<file path="config.mk">
export PLATFORM = sky130hd
export DESIGN_NAME = sprite_fetch_scheduler_flat
export DESIGN_NICKNAME = d
export VERILOG_FILES = /design/src/rtl/sprite_fetch_if.sv /design/src/rtl/sprite_fetch_scheduler.sv /design/src/flat_wrapper.sv
export SDC_FILE = /design/constraint.sdc
export NUM_CORES = 1
export LEC_CHECK = 0
export ABC_AREA = 1
export CAP_MARGIN = 20
export CORE_AREA = 2 2 129 131
export CTS_BUF_LIST = sky130_fd_sc_hd__clkbuf_4 sky130_fd_sc_hd__clkbuf_8
export DETAILED_ROUTE_END_ITERATION = 8
export DIE_AREA = 0 0 131 133
export HOLD_SLACK_MARGIN = 0.12
export PLACE_DENSITY = 0.79
export SYNTH_ARGS = -nofsm -noshare
export SYNTH_HDL_FRONTEND = slang
export SYNTH_SLANG_ARGS = --single-unit
</file>
<file path="constraint.sdc">
create_clock -name clk -period 18.8 [get_ports clk]
set_input_delay 1.88 -clock clk [delete_from_list [all_inputs] [get_ports clk]]
set_output_delay 1.88 -clock clk [all_outputs]
set_load 0.02 [all_outputs]
</file>
<file path="src/rtl/sprite_fetch_if.sv">
// ---------------------------------------------------------------------------
// sprite_fetch_if
//
// Bundles the signals between the sprite fetch scheduler, the VGA read port
// (port A) of basic_mem and the vga block.
//
//   frame_start : single-cycle pulse at vblank start (vga -> scheduler)
//   mem_addr    : port A read address               (scheduler -> mem)
//   mem_rd_en   : one-cycle read issue strobe        (scheduler -> mem)
//   mem_data    : port A read data                   (mem -> scheduler)
//   coords      : committed coordinate words; word k at [k*WIDTH +: WIDTH]
//   busy        : fetch in progress
//   frame_done  : one-cycle pulse when a frame is committed
//   overrun     : sticky, frame_start arrived while a fetch was running
//
// Modports:
//   master : the scheduler side
//   slave  : the environment side (memory + vga)
// ---------------------------------------------------------------------------
interface sprite_fetch_if #(
    parameter int WIDTH     = 16,
    parameter int ADDR_BITS = 16,
    parameter int NUM_WORDS = 6
);
    logic                       frame_start;
    logic [ADDR_BITS-1:0]       mem_addr;
    logic                       mem_rd_en;
    logic [WIDTH-1:0]           mem_data;
    logic [NUM_WORDS*WIDTH-1:0] coords;
    logic                       busy;
    logic                       frame_done;
    logic                       overrun;

    modport master (
        input  frame_start,
        input  mem_data,
        output mem_addr,
        output mem_rd_en,
        output coords,
        output busy,
        output frame_done,
        output overrun
    );

    modport slave (
        output frame_start,
        output mem_data,
        input  mem_addr,
        input  mem_rd_en,
        input  coords,
        input  busy,
        input  frame_done,
        input  overrun
    );
endinterface

</file>
<file path="src/rtl/sprite_fetch_scheduler.sv">
// ---------------------------------------------------------------------------
// sprite_fetch_scheduler
//
// On a vblank-start pulse, walks NUM_WORDS coordinate words (mx, my, p1x,
// p1y, p2x, p2y) out of basic_mem port A at BASE_ADDR + idx*ADDR_STRIDE,
// captures each into a shadow register, and then commits the whole set to
// the coords outputs on one clock edge so vga never sees a torn frame.
//
// Ports:
//   clk    : system clock
//   reset  : asynchronous, active-high reset (clears committed coords too)
//   bus    : sprite_fetch_if.master
//              frame_start, mem_data                 (inputs)
//              mem_addr, mem_rd_en, coords,
//              busy, frame_done, overrun             (outputs)
//
// Optional feature (compile-time macro SPRITE_FETCH_CLAMP_EN):
//   When defined, each captured word is treated as unsigned and saturated
//   before it reaches the shadow register: X words (even idx) to H_RES-1,
//   Y words (odd idx) to V_RES-1. When undefined, raw data is stored.
// ---------------------------------------------------------------------------
module sprite_fetch_scheduler #(
    parameter int WIDTH        = 16,
    parameter int ADDR_BITS    = 16,
    parameter int NUM_WORDS    = 6,
    parameter int BASE_ADDR    = 6000,
    parameter int ADDR_STRIDE  = 4,
    parameter int READ_LATENCY = 1,
    parameter int H_RES        = 640,
    parameter int V_RES        = 480
) (
    input  logic           clk,
    input  logic           reset,
    sprite_fetch_if.master bus
);

    localparam int IDX_W = (NUM_WORDS > 1) ? $clog2(NUM_WORDS) : 1;
    // WAIT holds READ_LATENCY-1 cycles; the counter is loaded with
    // READ_LATENCY-2 and exits on zero, so it must represent READ_LATENCY-2.
    localparam int CNT_W = (READ_LATENCY > 2) ? $clog2(READ_LATENCY) : 1;

    localparam logic [IDX_W-1:0] LAST_IDX  = IDX_W'(NUM_WORDS - 1);
    localparam logic [CNT_W-1:0] WAIT_LOAD =
        (READ_LATENCY > 1) ? CNT_W'(READ_LATENCY - 2) : '0;

    // Elaboration-time sanity checks on the configuration.
    generate
        if (READ_LATENCY < 1) begin : g_bad_latency
            $error("sprite_fetch_scheduler: READ_LATENCY must be >= 1");
        end
        if (NUM_WORDS < 1) begin : g_bad_words
            $error("sprite_fetch_scheduler: NUM_WORDS must be >= 1");
        end
        if (H_RES < 1 || V_RES < 1) begin : g_bad_res
            $error("sprite_fetch_scheduler: H_RES and V_RES must be >= 1");
        end
    endgenerate

    typedef enum logic [2:0] {
        S_IDLE,
        S_REQ,
        S_WAIT,
        S_CAPTURE,
        S_COMMIT
    } state_t;

    state_t state_q;
    state_t state_d;

    logic [IDX_W-1:0]                idx;
    logic [CNT_W-1:0]                wait_cnt;
    logic [NUM_WORDS-1:0][WIDTH-1:0] shadow;
    logic [NUM_WORDS-1:0][WIDTH-1:0] coords_q;
    logic                            overrun_q;
    logic [WIDTH-1:0]                capture_word;

`ifdef SPRITE_FETCH_CLAMP_EN
    // Unsigned saturation of one coordinate word to the visible area.
    function automatic logic [WIDTH-1:0] clamp_coord(
        input logic [WIDTH-1:0] raw,
        input logic             is_y
    );
        logic [WIDTH-1:0] limit;
        limit = is_y ? WIDTH'(V_RES - 1) : WIDTH'(H_RES - 1);
        return (raw > limit) ? limit : raw;
    endfunction

    // Word order alternates X, Y, so idx[0] selects the Y limit.
    assign capture_word = clamp_coord(bus.mem_data, idx[0]);
`else
    assign capture_word = bus.mem_data;
`endif

    // -----------------------------------------------------------------------
    // FSM state register
    // -----------------------------------------------------------------------
    always_ff @(posedge clk or posedge reset) begin
        if (reset) begin
            state_q <= S_IDLE;
        end else begin
            state_q <= state_d;
        end
    end

    // -----------------------------------------------------------------------
    // FSM next-state logic
    // -----------------------------------------------------------------------
    always_comb begin
        state_d = state_q;
        case (state_q)
            S_IDLE: begin
                if (bus.frame_start) begin
                    state_d = S_REQ;
                end
            end
            S_REQ: begin
                // With single-cycle memory the data is already due in the
                // next cycle, so WAIT is skipped entirely.
                state_d = (READ_LATENCY > 1) ? S_WAIT : S_CAPTURE;
            end
            S_WAIT: begin
                if (wait_cnt == '0) begin
                    state_d = S_CAPTURE;
                end
            end
            S_CAPTURE: begin
                state_d = (idx == LAST_IDX) ? S_COMMIT : S_REQ;
            end
            S_COMMIT: begin
                state_d = S_IDLE;
            end
            default: begin
                state_d = S_IDLE;
            end
        endcase
    end

    // -----------------------------------------------------------------------
    // Index, latency counter, shadow capture and atomic commit
    // -----------------------------------------------------------------------
    always_ff @(posedge clk or posedge reset) begin
        if (reset) begin
            idx       <= '0;
            wait_cnt  <= '0;
            shadow    <= '0;
            coords_q  <= '0;
            overrun_q <= 1'b0;
        end else begin
            // Any start request outside IDLE is dropped and remembered;
            // this also covers a frame_start held high past the first cycle.
            if (bus.frame_start && (state_q != S_IDLE)) begin
                overrun_q <= 1'b1;
            end

            case (state_q)
                S_REQ: begin
                    wait_cnt <= WAIT_LOAD;
                end
                S_WAIT: begin
                    if (wait_cnt != '0) begin
                        wait_cnt <= wait_cnt - 1'b1;
                    end
                end
                S_CAPTURE: begin
                    shadow[idx] <= capture_word;
                    if (idx != LAST_IDX) begin
                        idx <= idx + 1'b1;
                    end
                end
                S_COMMIT: begin
                    // All words move on this single edge, so vga never sees
                    // a mix of old and new coordinates.
                    coords_q <= shadow;
                    idx      <= '0;
                end
                default: begin
                end
            endcase
        end
    end

    // -----------------------------------------------------------------------
    // Outputs: decoded from state so reset clears them without a clock edge
    // -----------------------------------------------------------------------
    assign bus.mem_addr   = ADDR_BITS'(BASE_ADDR + ADDR_STRIDE * int'(idx));
    assign bus.mem_rd_en  = (state_q == S_REQ);
    assign bus.busy       = (state_q != S_IDLE);
    assign bus.frame_done = (state_q == S_COMMIT);
    assign bus.coords     = coords_q;
    assign bus.overrun    = overrun_q;

endmodule

</file>
<file path="src/flat_wrapper.sv">
// flat-port wrapper written by rule: the top's interface ports become plain ports
module sprite_fetch_scheduler_flat 
#(
    parameter int WIDTH        = 16,
    parameter int ADDR_BITS    = 16,
    parameter int NUM_WORDS    = 6,
    parameter int BASE_ADDR    = 6000,
    parameter int ADDR_STRIDE  = 4,
    parameter int READ_LATENCY = 1,
    parameter int H_RES        = 640,
    parameter int V_RES        = 480
)
  (clk, reset, bus_frame_start, bus_mem_data, bus_mem_addr, bus_mem_rd_en, bus_coords, bus_busy, bus_frame_done, bus_overrun);
  sprite_fetch_if #(.WIDTH(WIDTH), .ADDR_BITS(ADDR_BITS), .NUM_WORDS(NUM_WORDS)) bus_i ();
  input  logic clk;
  input  logic reset;
  input wire logic [$bits(bus_i.frame_start)-1:0] bus_frame_start;
  input wire logic [$bits(bus_i.mem_data)-1:0] bus_mem_data;
  output wire logic [$bits(bus_i.mem_addr)-1:0] bus_mem_addr;
  output wire logic [$bits(bus_i.mem_rd_en)-1:0] bus_mem_rd_en;
  output wire logic [$bits(bus_i.coords)-1:0] bus_coords;
  output wire logic [$bits(bus_i.busy)-1:0] bus_busy;
  output wire logic [$bits(bus_i.frame_done)-1:0] bus_frame_done;
  output wire logic [$bits(bus_i.overrun)-1:0] bus_overrun;
  assign bus_i.frame_start = bus_frame_start;
  assign bus_i.mem_data = bus_mem_data;
  assign bus_mem_addr = bus_i.mem_addr;
  assign bus_mem_rd_en = bus_i.mem_rd_en;
  assign bus_coords = bus_i.coords;
  assign bus_busy = bus_i.busy;
  assign bus_frame_done = bus_i.frame_done;
  assign bus_overrun = bus_i.overrun;
  sprite_fetch_scheduler #(.WIDTH(WIDTH), .ADDR_BITS(ADDR_BITS), .NUM_WORDS(NUM_WORDS), .BASE_ADDR(BASE_ADDR), .ADDR_STRIDE(ADDR_STRIDE), .READ_LATENCY(READ_LATENCY), .H_RES(H_RES), .V_RES(V_RES)) u_core (.clk(clk), .reset(reset), .bus(bus_i));
endmodule
</file>
# After elaboration in Yosys (flattened, before gate mapping)
# Cells that the tools add are included.
# totals
out_inout_bits	116
regBits	200
elab_cells	49
input_bits	19
# op_classes
n_lt_le_gt_ge	2
reduce_logical	8
addsub	3
n_mux	11
n_eq_ne	9
# op_table
operator	n
bitwise mux 96 bit	1
demux 16 bit (select 3 bit)	1
two-way mux 16 bit	1
adder 13 x 5 -> 14 bit, first input constant	1
two-way mux 3 bit	4
one-hot mux 3 bit (4 select lines)	1
equality test 3 x 2 -> 1 bit, second input constant	2
equality test 3 bit, second input constant	2
one-hot mux 3 bit (2 select lines)	1
< comparator 3 x 4 -> 1 bit, second input constant	1
inequality test 2 bit, second input constant	2
AND reduction 2 bit	2
nonzero test 2 bit	2
adder 3 x 1 -> 3 bit, second input constant	1
equality test 3 x 1 -> 1 bit, second input constant	1
greater-or-equal comparator 3 x 1 -> 1 bit, second input constant	1
logical NOT 3 bit	1
inequality test 3 bit, second input constant	1
nonzero test 3 bit	1
logical AND 1 bit	2
inequality test 2 x 1 -> 1 bit, second input constant	1
one-hot mux 1 bit (2 select lines)	1
two-way mux 1 bit	1
subtractor 1 bit, second input constant	1

# Longest topological paths before layout
# depth
ltp_word	5
depth_mapped	7
mapped_depth_nobuf	7

# Worst setup path after synthesis
# OpenSTA, ideal clock, no wires.
# synth_path
kind	reg-to-output
from	reg u_core.state_q[1]
to	out bus_frame_done
required_ps	16920
path_buffers	1
path_stages_with_launch	5
setup_slack_ps	15955
t_arrival_ps	965
path_cell_list	dfrtp_1 -> nor2_1 -> nand2_1 -> inv_2 -> buf_2
# synth_between
elab_chain_len	1
# synth_lines
element	line	text
start: declaration	sprite_fetch_scheduler.sv:67	state_t state_q;
start signal: assignment	sprite_fetch_scheduler.sv:101	state_q <= state_d;
equality test 3 bit	sprite_fetch_scheduler.sv:188	assign bus.frame_done = (state_q == S_COMMIT);
end: declaration	flat_wrapper.sv:23	output wire logic [$bits(bus_i.frame_done)-1:0] bus_frame_done;
# No other way between the ends.

# Final worst setup path
# Ends and elaborated chain as after synthesis.

==> metrics.sh <==
SYNTHDOMINANTCELLAREASHARE_PCT=63.3
DRV_CAP=0
SYNTH_TOP_CELLS_BY_AREA='dfrtp_1 63%, nand2_1 24%, nand3_1 6.5%, buf_2 1.8%, buf_4 1.4%'
MAPPEDNETLISTAREA_UM2=7870
PERIOD_NEEDED_PS=5030
RR_WORST_DEPTH=6
NETLIST_TOP_CELLS_COUNT='497 x nand2_1, 199 x dfrtp_1, 102 x nand3_1'
SYNTH_ENABLE_FLOP_CELLS=0
WORST_SKEW_PAIR.LATE_LATENCY_PS=490
ENDPOINT='bus_frame_done'
CP_CELL_SEQUENCE='nor2_1 > nand2_4 > inv_2 > buf_4 > clkdlybuf4s50_1'
YOSYS_WARNINGS=0
PLACEMENTROWS=47
TIMING.FMAX_MHz=199
FINAL_CORE_UTIL_PCT=59.1
R2R_STARTPOINT='u_core.state_q[1]'
FIRST_GLOBAL_VIAS=5888
DIE-AREA_UM2=17400
TIMING.CRITICAL_PATH.FROM='u_core.state_q[1]'
WORST-PATH-STAGES=5
REMAINING_DRC_ERRORS=0
AREA.GROWTH.SYNTH_TO_FINAL_PCT=21.5
REGTOREGENDPOINT='u_core.bus.coords[51]'
STARTING_UTILIZATION_OF_THE_CORE_AREA_PCT=48.7
CRITICAL_PATH.TOP_DELAY_FAMILY='buffers and inverters'
LAYOUT.AREA.SEQ_UM2=4980
MAX_FO_CRITICAL_PATH=97
POWER_PER_CELL_AREA_nW_PER_UM2=159
CRIT_TYPE='reg2out'
WORST_PIN_SLEW_PS=1100
DR_TOTAL_VIAS=6197
SYNTHESIS.AREA_PER_INSTANCE_UM2=8.84
TOTALWIRELENGTH_UM=19200
ANTENNA_CELLS=0
GRT_OVERFLOW_TOTAL=0
HOLD_VIOL=0
DESIGN_POWER_mW=1.52
YS.FLOP_TYPE='dfrtp_1'
RATIO_OF_ROUTED_VIAS_TO_STANDARD_CELLS=5.08
CTS_ROOT_BUFFER='clkbuf_8'
SYNTH_CELLS=890
CPPEAKSTAGEDELAY_PS=760
CP.ARRIVAL_PS=3150
SLEW_HEADROOM_PCT=26.6
DIE_W_UM=131
FINALINSTANCEAREA_UM2=9570
LEAKAGEPOWER_nW=5.06
CTS_POST_SETUP_BUFFERS_INSERTED=0
REGTOREGSETUPSLACK_PS=16490
IRDROPWORSTVDD_uV=188
STANDARD_CELL_WITH_THE_MAXIMUM_STAGE_DELAY_ON_THE_CRITICAL_PATH='clkdlybuf4s50_1'
STATUS='finished clean'
GRT.TOTAL_USAGE_PCT=23.5
ANT_NETS=0
FINALNETCOUNT=1009
PERIOD_SHARE_PCT=26.7
REGISTER_BIT_TOTAL_FROM_SYNTHESIS=199
ANTENNA_FOUND_INITIAL=0
DETAIL_ROUTE.FIRST_PASS.ITERATIONS=7
CORE_UM2=16200
SLEW_VIOLATIONS=0
DESIGN.PORTCOUNT=135
DP_HPWL_UM=11800
COUNT_LEADER_SYNTH='nand2_1'
HOLD_PATH_DEPTH=2
WORST_HOLD_PATH_TYPE='reg2reg'
CTS_TREE='yes'
GLOBALPLACE.CONGESTION=0.778
RSZ0062_AT_GRT='no'
TIMING.CRITICAL_PATH.FROM_TYPE='register'
MAXIMUM_NUMBER_OF_PINS_ON_ONE_NET_BEFORE_GLOBAL_ROUTE_REPAIR=123
DETAIL_ROUTE.ITER0.VIOLATIONS=648
SYNTH-SEQ-AREA-SHARE_PCT=63.3
PLACED_AREA_UM2=9150
CTS_RESIZED=0
CLOCK_SINKS=199
FIN_WORST_SKEW_PS=15.0
MULTIINPUTGATEAREA_UM2=2580
TIMING.CRITICAL_PATH.TO_TYPE='output pin'
FINALSETUPVIOLCOUNT=0
YS_ASYNC_SR_FRACTION_PCT=100
TOTAL_OF_FILL_CELLS_IN_THE_FINISHED_DESIGN=1358
SYNTH.LIB_CELLS_USED.DISTINCT=17
CTS-HTREE-LEVELS=4
CTS_HOLD_BUFFERS=0
CTS_INSERTED_BUFFERS=17
DIE_SPAN_Y_UM=133
POST_DRT_WL_PER_CELL_UM=15.8
CTS_BUFFER_DEPTH=2
GRT_PASS1_WL_UM=31100
PORT-BUFFER-COUNT=124
DRIVE_ABOVE_1_SHARE_PCT=5.30
CLK_PIN_SLEW_PS=100
WORSTPATHBUFFERINVERTERCOUNT=3
WORSTPATHREQUIRED_PS=16920
YOSYS.AREA.TOP_TYPE='dfrtp_1'
FINALSETUPTNS_PS=0
==> layout by cell type, fill, tap and decap left out <==
cell type	netlist	layout
inv_8	0	1
clkinv_2	0	4
nor2_1	7	7
nand2_1	497	496
inv_2	3	3
conb_1	2	10
o21ai_0	1	1
nor2_2	4	4
nand2_2	6	6
dfrtp_1	199	199
nor2_4	3	3
inv_1	6	5
clkbuf_8	0	20
nand2_4	0	1
ha_1	2	2
clkbuf_4	0	3
a21o_1	1	1
buf_4	15	4
nand3_1	102	102
clkdlybuf4s50_1	0	124
bufinv_16	0	3
inv_6	0	1
==> power breakdown <==
group | leakage [nW] | total [mW] | switching (mW) | internal, mW
clock network | 0.220 | 0.289 | 0.143 | 0.145
logic | 2.26 | 0.539 | 0.335 | 0.204
registers | 2.58 | 0.696 | 0.103 | 0.593
total | 5.06 | 1.52 | 0.581 | 0.943
==> worst min-delay path by stage <==
stage,from,end,slack (ps)
2_1_floorplan,u_core.shadow[0],u_core.bus.coords[0],440
3_3_place_gp,u_core.shadow[60],u_core.bus.coords[60],450
3_5_place_dp,u_core.bus.overrun,u_core.bus.overrun,450
4_1_cts,u_core.shadow[54],u_core.bus.coords[54],480
5_1_grt,u_core.shadow[62],u_core.bus.coords[62],500
6_report,u_core.shadow[66],u_core.shadow[66],470
==> final cells by class <==
| type | count | share of cell area [%] |
|---|---|---|
| Sequential cell | 199 | 52.1 |
| Multi-Input combinational cell | 633 | 27.0 |
| Timing Repair Buffer | 128 | 13.3 |
| Clock buffer | 23 | 3.11 |
| Tap cell | 220 | 2.88 |
| Clock inverter | 8 | 1.24 |
| Inverter | 9 | 0.432 |
==> worst reg2reg max path: stages (launching register included) <==
cell and delay (ps):
dfrtp_1 420, nor2_1 270, nand2_4 290, inv_2 120, buf_4 730, nand2_1 310, nand2_1 120
==> metal layers <==
metal	wire length (µm)	global-route usage, %
met1	8240	32.8
met3	1370	5.30
met2	9030	35.7
met5	0	0
met4	579	9.63
==> cells by family (layout without fill, tap and decap cells) <==
kind of cell	count (synthesis)	after routing	share of synthesized area, %
buffers and inverters	66	168	4.42
AOI/OAI and AO/OA	2	2	0.159
DFF	199	199	63.3
adders and majority gates	2	2	0.318
and+or+nand+nor	619	619	31.7
other	2	10	0.0954
==> state kept, by name, summed over array words and instances, names as in the netlist <==
signal and count:
u_core.bus.coords 96, u_core.bus.overrun 1, u_core.idx 3, u_core.shadow 96, u_core.state_q 3
==> per-stage QoR <==
stage / hold WS [ps] / setup slack (ps) / cells
6_report: 475 / 13770 / 1220
5_1_grt: 496 / 13600 / 1220
4_1_cts: 475 / 13760 / 1220
3_5_place_dp: 453 / 14310 / 1189
3_3_place_gp: 451 / 14360 / 1189
2_1_floorplan: 442 / 11490 / 898
No activity file was read; power rests on OpenSTA's default activity.
